`src/rtl/rob_if.sv`:
```
// Issue / ALU / commit signal bundle between the reorder buffer and its neighbours.
// The master modport is the ROB side; slave is the surrounding pipeline.
interface rob_if #(
    parameter int TAG_W = 5
);
    logic             alloc_en;
    logic [4:0]       alloc_rd;
    logic             alloc_is_branch;
    logic [TAG_W-1:0] ROB_Number;
    logic             ROB_is_full;
    logic             alu_en;
    logic [TAG_W-1:0] alu_rob_number;
    logic [31:0]      alu_val;
    logic             alu_mispredict;
    logic             commit_en;
    logic [TAG_W-1:0] commit_Number;
    logic [31:0]      commit_val;
    logic [4:0]       commit_rd;
    logic             clear;
    logic [31:0]      redirect_pc;

    modport master (
        input  alloc_en, alloc_rd, alloc_is_branch,
        input  alu_en, alu_rob_number, alu_val, alu_mispredict,
        output ROB_Number, ROB_is_full,
        output commit_en, commit_Number, commit_val, commit_rd,
        output clear, redirect_pc
    );

    modport slave (
        output alloc_en, alloc_rd, alloc_is_branch,
        output alu_en, alu_rob_number, alu_val, alu_mispredict,
        input  ROB_Number, ROB_is_full,
        input  commit_en, commit_Number, commit_val, commit_rd,
        input  clear, redirect_pc
    );
endinterface

```
`src/rtl/rob.sv`:
```
// Circular reorder buffer: allocates tags in program order, collects ALU results,
// retires one entry per cycle and flushes everything on a mispredicted head branch.
module rob #(
    parameter int DEPTH = 16,
    parameter int TAG_W = 5
) (
    input  logic  clk_in,
    input  logic  rst_in,
    input  logic  rdy_in,
    rob_if.master bus
);
    localparam int IDX_W = $clog2(DEPTH);
    localparam int CNT_W = IDX_W + 1;
    localparam logic [CNT_W-1:0] CNT_FULL = CNT_W'(DEPTH);
    localparam logic [CNT_W-1:0] CNT_HIGH = CNT_W'(DEPTH - 2);
    localparam logic [TAG_W-1:0] PTR_MASK = TAG_W'(DEPTH - 1);
    localparam logic [TAG_W-1:0] TAG_ONE  = TAG_W'(1);

    logic             valid_r      [DEPTH];
    logic             ready_r      [DEPTH];
    logic             is_branch_r  [DEPTH];
    logic             mispredict_r [DEPTH];
    logic [4:0]       rd_r         [DEPTH];
    logic [31:0]      val_r        [DEPTH];

    logic [TAG_W-1:0] head_r;
    logic [TAG_W-1:0] tail_r;
    logic [CNT_W-1:0] count_r;

    logic             commit_en_r;
    logic [TAG_W-1:0] commit_number_r;
    logic [31:0]      commit_val_r;
    logic [4:0]       commit_rd_r;
    logic             clear_r;
    logic [31:0]      redirect_pc_r;

    logic [IDX_W-1:0] head_idx_s;
    logic [IDX_W-1:0] tail_idx_s;
    logic [IDX_W-1:0] alu_idx_s;
    logic             alu_tag_ok_s;
    logic             retire_s;
    logic             flush_s;
    logic             commit_s;
    logic             alloc_ok_s;
    logic             alu_ok_s;

    function automatic logic [TAG_W-1:0] ptr_inc(input logic [TAG_W-1:0] p);
        return (p + TAG_ONE) & PTR_MASK;
    endfunction

    assign head_idx_s   = head_r[IDX_W-1:0];
    assign tail_idx_s   = tail_r[IDX_W-1:0];
    assign alu_idx_s    = bus.alu_rob_number[IDX_W-1:0];
    // Tags at or above DEPTH (e.g. the RS ready sentinel) never address an entry.
    assign alu_tag_ok_s = ((bus.alu_rob_number >> IDX_W) == {TAG_W{1'b0}});

    // Retire decision on the head entry as registered, plus accept gating for alloc/result.
    always_comb begin
        retire_s   = valid_r[head_idx_s] & ready_r[head_idx_s];
        flush_s    = retire_s & is_branch_r[head_idx_s] & mispredict_r[head_idx_s];
        if (retire_s && !is_branch_r[head_idx_s] && (rd_r[head_idx_s] != 5'd0)) begin
            commit_s = 1'b1;
        end else begin
            commit_s = 1'b0;
        end
        alloc_ok_s = bus.alloc_en & (count_r != CNT_FULL) & ~clear_r & ~flush_s;
        alu_ok_s   = bus.alu_en & alu_tag_ok_s & valid_r[alu_idx_s] & ~clear_r;
    end

    // Entry storage, pointers, occupancy and the registered commit/flush outputs.
    always_ff @(posedge clk_in) begin
        if (rst_in) begin
            for (int i = 0; i < DEPTH; i++) begin
                valid_r[i]      <= 1'b0;
                ready_r[i]      <= 1'b0;
                is_branch_r[i]  <= 1'b0;
                mispredict_r[i] <= 1'b0;
                rd_r[i]         <= 5'd0;
                val_r[i]        <= 32'd0;
            end
            head_r          <= {TAG_W{1'b0}};
            tail_r          <= {TAG_W{1'b0}};
            count_r         <= {CNT_W{1'b0}};
            commit_en_r     <= 1'b0;
            commit_number_r <= {TAG_W{1'b0}};
            commit_val_r    <= 32'd0;
            commit_rd_r     <= 5'd0;
            clear_r         <= 1'b0;
            redirect_pc_r   <= 32'd0;
        end else if (rdy_in) begin
            if (alloc_ok_s) begin
                valid_r[tail_idx_s]      <= 1'b1;
                ready_r[tail_idx_s]      <= 1'b0;
                mispredict_r[tail_idx_s] <= 1'b0;
                is_branch_r[tail_idx_s]  <= bus.alloc_is_branch;
                rd_r[tail_idx_s]         <= bus.alloc_rd;
                tail_r                   <= ptr_inc(tail_r);
            end
            if (alu_ok_s) begin
                ready_r[alu_idx_s]      <= 1'b1;
                val_r[alu_idx_s]        <= bus.alu_val;
                mispredict_r[alu_idx_s] <= bus.alu_mispredict;
            end
            if (retire_s) begin
                valid_r[head_idx_s] <= 1'b0;
                head_r              <= ptr_inc(head_r);
            end
            count_r     <= count_r + CNT_W'(alloc_ok_s) - CNT_W'(retire_s);
            commit_en_r <= commit_s;
            if (commit_s) begin
                commit_number_r <= head_r;
                commit_val_r    <= val_r[head_idx_s];
                commit_rd_r     <= rd_r[head_idx_s];
            end
            clear_r <= flush_s;
            // A flush wins over the pointer/occupancy updates above.
            if (flush_s) begin
                redirect_pc_r <= val_r[head_idx_s];
                for (int i = 0; i < DEPTH; i++) begin
                    valid_r[i] <= 1'b0;
                end
                head_r  <= {TAG_W{1'b0}};
                tail_r  <= {TAG_W{1'b0}};
                count_r <= {CNT_W{1'b0}};
            end
        end
    end

    assign bus.ROB_Number    = tail_r;
    assign bus.ROB_is_full   = (count_r >= CNT_HIGH);
    assign bus.commit_en     = commit_en_r;
    assign bus.commit_Number = commit_number_r;
    assign bus.commit_val    = commit_val_r;
    assign bus.commit_rd     = commit_rd_r;
    assign bus.clear         = clear_r;
    assign bus.redirect_pc   = redirect_pc_r;
endmodule

```
`src/flat_wrapper.sv`:
```
// flat-port wrapper written by rule: the top's interface ports become plain ports
module rob_flat 
#(
    parameter int DEPTH = 16,
    parameter int TAG_W = 5
)
  (clk_in, rst_in, rdy_in, bus_alloc_en, bus_alloc_rd, bus_alloc_is_branch, bus_alu_en, bus_alu_rob_number, bus_alu_val, bus_alu_mispredict, bus_ROB_Number, bus_ROB_is_full, bus_commit_en, bus_commit_Number, bus_commit_val, bus_commit_rd, bus_clear, bus_redirect_pc);
  rob_if #(.TAG_W(TAG_W)) bus_i ();
  input  logic clk_in;
  input  logic rst_in;
  input  logic rdy_in;
  input wire logic [$bits(bus_i.alloc_en)-1:0] bus_alloc_en;
  input wire logic [$bits(bus_i.alloc_rd)-1:0] bus_alloc_rd;
  input wire logic [$bits(bus_i.alloc_is_branch)-1:0] bus_alloc_is_branch;
  input wire logic [$bits(bus_i.alu_en)-1:0] bus_alu_en;
  input wire logic [$bits(bus_i.alu_rob_number)-1:0] bus_alu_rob_number;
  input wire logic [$bits(bus_i.alu_val)-1:0] bus_alu_val;
  input wire logic [$bits(bus_i.alu_mispredict)-1:0] bus_alu_mispredict;
  output wire logic [$bits(bus_i.ROB_Number)-1:0] bus_ROB_Number;
  output wire logic [$bits(bus_i.ROB_is_full)-1:0] bus_ROB_is_full;
  output wire logic [$bits(bus_i.commit_en)-1:0] bus_commit_en;
  output wire logic [$bits(bus_i.commit_Number)-1:0] bus_commit_Number;
  output wire logic [$bits(bus_i.commit_val)-1:0] bus_commit_val;
  output wire logic [$bits(bus_i.commit_rd)-1:0] bus_commit_rd;
  output wire logic [$bits(bus_i.clear)-1:0] bus_clear;
  output wire logic [$bits(bus_i.redirect_pc)-1:0] bus_redirect_pc;
  assign bus_i.alloc_en = bus_alloc_en;
  assign bus_i.alloc_rd = bus_alloc_rd;
  assign bus_i.alloc_is_branch = bus_alloc_is_branch;
  assign bus_i.alu_en = bus_alu_en;
  assign bus_i.alu_rob_number = bus_alu_rob_number;
  assign bus_i.alu_val = bus_alu_val;
  assign bus_i.alu_mispredict = bus_alu_mispredict;
  assign bus_ROB_Number = bus_i.ROB_Number;
  assign bus_ROB_is_full = bus_i.ROB_is_full;
  assign bus_commit_en = bus_i.commit_en;
  assign bus_commit_Number = bus_i.commit_Number;
  assign bus_commit_val = bus_i.commit_val;
  assign bus_commit_rd = bus_i.commit_rd;
  assign bus_clear = bus_i.clear;
  assign bus_redirect_pc = bus_i.redirect_pc;
  rob #(.DEPTH(DEPTH), .TAG_W(TAG_W)) u_core (.clk_in(clk_in), .rst_in(rst_in), .rdy_in(rdy_in), .bus(bus_i));
endmodule
```
`config.mk`:
```
export PLATFORM = sky130hd
export DESIGN_NAME = rob_flat
export DESIGN_NICKNAME = d
export VERILOG_FILES = /design/src/rtl/rob_if.sv /design/src/rtl/rob.sv /design/src/flat_wrapper.sv
export SDC_FILE = /design/constraint.sdc
export NUM_CORES = 1
export LEC_CHECK = 0
export BUFFER_PORTS_ARGS = -buffer_cell sky130_fd_sc_hd__buf_2
export CAP_MARGIN = 20
export CORE_MARGIN = 3
export CORE_UTILIZATION = 62
export CTS_CLUSTER_DIAMETER = 50
export DETAILED_ROUTE_END_ITERATION = 7
export PLACE_DENSITY = 0.84
export RECOVER_POWER = 100
export SLEW_MARGIN = 20
export SYNTH_ARGS = -nofsm -noshare
export SYNTH_HDL_FRONTEND = slang
export SYNTH_SLANG_ARGS = --single-unit
```
`constraint.sdc`:
```
create_clock -name clk_in -period 5.83 [get_ports clk_in]
set_clock_uncertainty 0.15 [all_clocks]
set_input_delay 0.8745 -clock clk_in [delete_from_list [all_inputs] [get_ports clk_in]]
set_output_delay 0.8745 -clock clk_in [all_outputs]
set_load 0.01 [all_outputs]
```
==> flow_summary.yaml <==
sta:
  final_max_slew_viol_count: 692
  tns_ns: 0
  fin_crit_sh_pct: 87.79
  tightest_slew_ns: 2.530
  max_freq_mhz: 195.4
  setup_viol: 0
  period_minus_slack_ns: 5.118
  slew_headroom_pct: -68.69
  hold_violations: 0
  rsz0062_at_grt: "no"
  fin_ws_ns: 0.7116
critical_path:
  cp_slowest_cell: "o21ai_1"
  crit_path_start_kind: "primary input"
  setup.worst_path.start: "rdy_in"
  reg2regPathDepth: 7
  cp_cell_sequence: "clkbuf_1 > inv_1 > nor4_1 > and2_0 > nand3b_1 > o21ai_1 > clkbuf_2"
  crit_cells: 7
  crit_required_ns: 5.93
  cp_slowest_stage_delay_ns: 1.70
  path_buf_inv: 3
  cp-end-kind: "register"
  worstPathArrival_ns: 5.22
  crit_type: "in -> reg"
  crit_fanout: 18
  crit_family: "compound AO/OA/AOI/OAI gates"
floorplan:
  top_level_ports: 131
  die_area_um2: 56670
  coreArea_um2: 52870
  die_x_um: 238.0
  die_h_um: 238.0
  initial_core_util_pct: 63.15
  rows: 84
clock_tree:
  path_clk_slew_ns: 0.06
  cts_inserted_buffers: 80
  cts_hold_repair.buffers: 0
  cts_setup_buffers: 0
  cts_sinks: 748
  htree_levels: 3
  worstSkewPairLatency_ns: 0.64
  cts_root_buffer: "clkbuf_16"
  cts_tree: "done"
  clockBufferDepth: 3
  cts_resized: 0
placed_design:
  dpl_cell_area_um2: 34680
  io_buffers: 128
  gp_congestion: 0.8877
  pre_cts_slack_ns: 1.416
  dp_hpwl_mm: 52.63
drt:
  routed_wl_mm: 86.50
  final_antenna_net_count: 0
  wl_per_cell_um: 27.87
  drc: 0
  drt_pass1_iterations: 6
  num_vias: 20810
  drt_iter0_drc: 2585
  vias_per_cell: 6.705
power:
  p_comb_share_pct: 3.8
  seqPwrFrac_pct: 51.3
  power.switching_w: 0.002531
  ir_drop_mv: 0.2724
  power.density_nw_per_um2: 314.7
  pwr-share-clk_pct: 45.0
  p_leak_nw: 12.96
  sw_frac_of_total_pct: 21.67
  p_int_w: 0.009149
logic_synthesis:
  async_reset_ff_share_pct: 0
  seq_area_frac_synth_pct: 63.56
  syn-instance-count: 2283
  synth_top_area_cell: "edfxtp_1"
  yosysMostFrequentCell: "edfxtp_1"
  synth-edff-count: 624
  synth_area_per_cell_um2: 14.62
  synth_top_flop_cell: "edfxtp_1"
  netlist-cell-type-count: 55
  yosys-top-cells-count: "edfxtp_1, and2_1, mux4_2"
  yosysTopAreaCellShare_pct: 56.13
  ys_ff_latch: 748
  synth_area_um2: 33380
  ys_top_cells_by_area: "edfxtp_1, mux4_2, and2_1"
  yosysWarnings: 0
finish:
  finalNetCount: 2414
  area_delta_synth_final_pct: 11.16
  final_cell_area_um2: 37110
  drive_gt1_share_pct: 17.90
  fillers: 3296
worst_hold_path:
  min_path_type: "reg -> reg"
  hold_start: "u_core.ready_r[5]"
  hold_depth: 1
grt:
  grt_max_degree: 84
  track_usage_pct: 30.63
  antenna_found_initial: 3
  grt_first_pass_wirelength_mm: 128.9
  grt_pass1_vias: 20980
  overflow: 0
outcome:
  violations: "max-capacitance violations, max-slew violations"
  status: "finished with violations"
run:
  cap_violations: 24
## routing by layer
layer	GRT usage [%]	share of wire, %	vias to the layer above
met1	42.35	36	10480
met2	48.15	48	1502
li1	-	-	8605
met5	0	0.015	-
met3	7.894	12	225
met4	10.96	3.0	2
## registers in the layout, indices dropped and copies added (netlist names), 5 cells and up, named ones only
register and count:
u_core.val_r 512, u_core.rd_r 80, u_core.bus.commit_val 32, u_core.bus.redirect_pc 32
u_core.is_branch_r 16, u_core.mispredict_r 16, u_core.ready_r 16, u_core.valid_r 16
u_core.bus.commit_rd 5, u_core.count_r 5
## power by group through the flow
stage          combinational, W  sequential [W]  clock (W)
4_1_cts                0.000439         0.00598    0.00527
2_1_floorplan          0.000258         0.00607          0
5_1_grt                0.000463         0.00600    0.00548
3_3_place_gp           0.000418         0.00608          0
3_5_place_dp           0.000434         0.00609          0
6_report               0.000439         0.00599    0.00525
## logic make-up after synthesis
family / synth area share (%)
xor gates and xnor gates: 0.1050
AOI/OAI and AO/OA: 3.707
DFF: 63.56
other: 0.01123
adders and majority gates: 0.6971
muxes: 14.37
and+or+nand+nor: 14.78
buffers and inverters: 2.770
## per-stage QoR
| step | instances | total power (W) | hold WS [ns] | util, % |
|---|---|---|---|---|
| after global placement | 2951 | 0.006495 | 0.2905 | 65.55 |
| after detailed placement | 2952 | 0.006526 | 0.3057 | 65.60 |
| final | 3104 | 0.01168 | 0.3220 | 70.20 |
| after floorplan | 2284 | 0.006333 | 0.2769 | - |
| after CTS | 3101 | 0.01169 | 0.3198 | 70.78 |
| after global routing | 3102 | 0.01194 | 0.3335 | 70.19 |
## layout make-up
class	instances	area [µm²]	share of cell area, %
clock buffers	108	2256	6.079
clock inverters	41	480.5	1.295
inverters	26	97.59	0.2630
multi-input cells	1315	11350	30.59
diodes	2	5.005	0.01349
flip-flops and latches	748	21230	57.22
repair buffers	176	825.8	2.225
well taps	688	860.8	2.320
## worst reg2reg max path, cell delays in order (launching register included)
cell and delay [ns]:
dfxtp_4 0.69, mux4_2 0.64, nor2_1 0.33, nor4_1 0.20
o221ai_4 0.83, clkbuf_1 1.42, mux2i_1 0.34, nor2_1 0.07
## placed cells by master, fill, tap and decap left out, types with 9 or more instances in the layout
cell type  instances
clkbuf_16         84
nor2_1           156
clkbuf_1         122
inv_1             25
edfxtp_1         624
o31ai_1           37
nand3_1           34
a32oi_1           16
a31o_2            13
nand4_1           46
buf_4             20
a21oi_1           53
nand2_1           51
clkinv_1           9
dfxtp_1          120
mux4_2           195
o211ai_1          11
nor3_1             9
ha_1              17
nor2b_1           12
mux2i_1           37
clkinv_2           9
and2_1           187
and2_0           348
buf_2             46
## path summary, 6_finish.rpt
path,endpoint,slack [ns]
max,u_core.val_r[11][27],0.71
min,u_core.ready_r[5],0.32
max reg2reg,u_core.bus.redirect_pc[2],1.02
min reg2reg,u_core.ready_r[5],0.32
No activity file was read; power rests on OpenSTA's default activity.
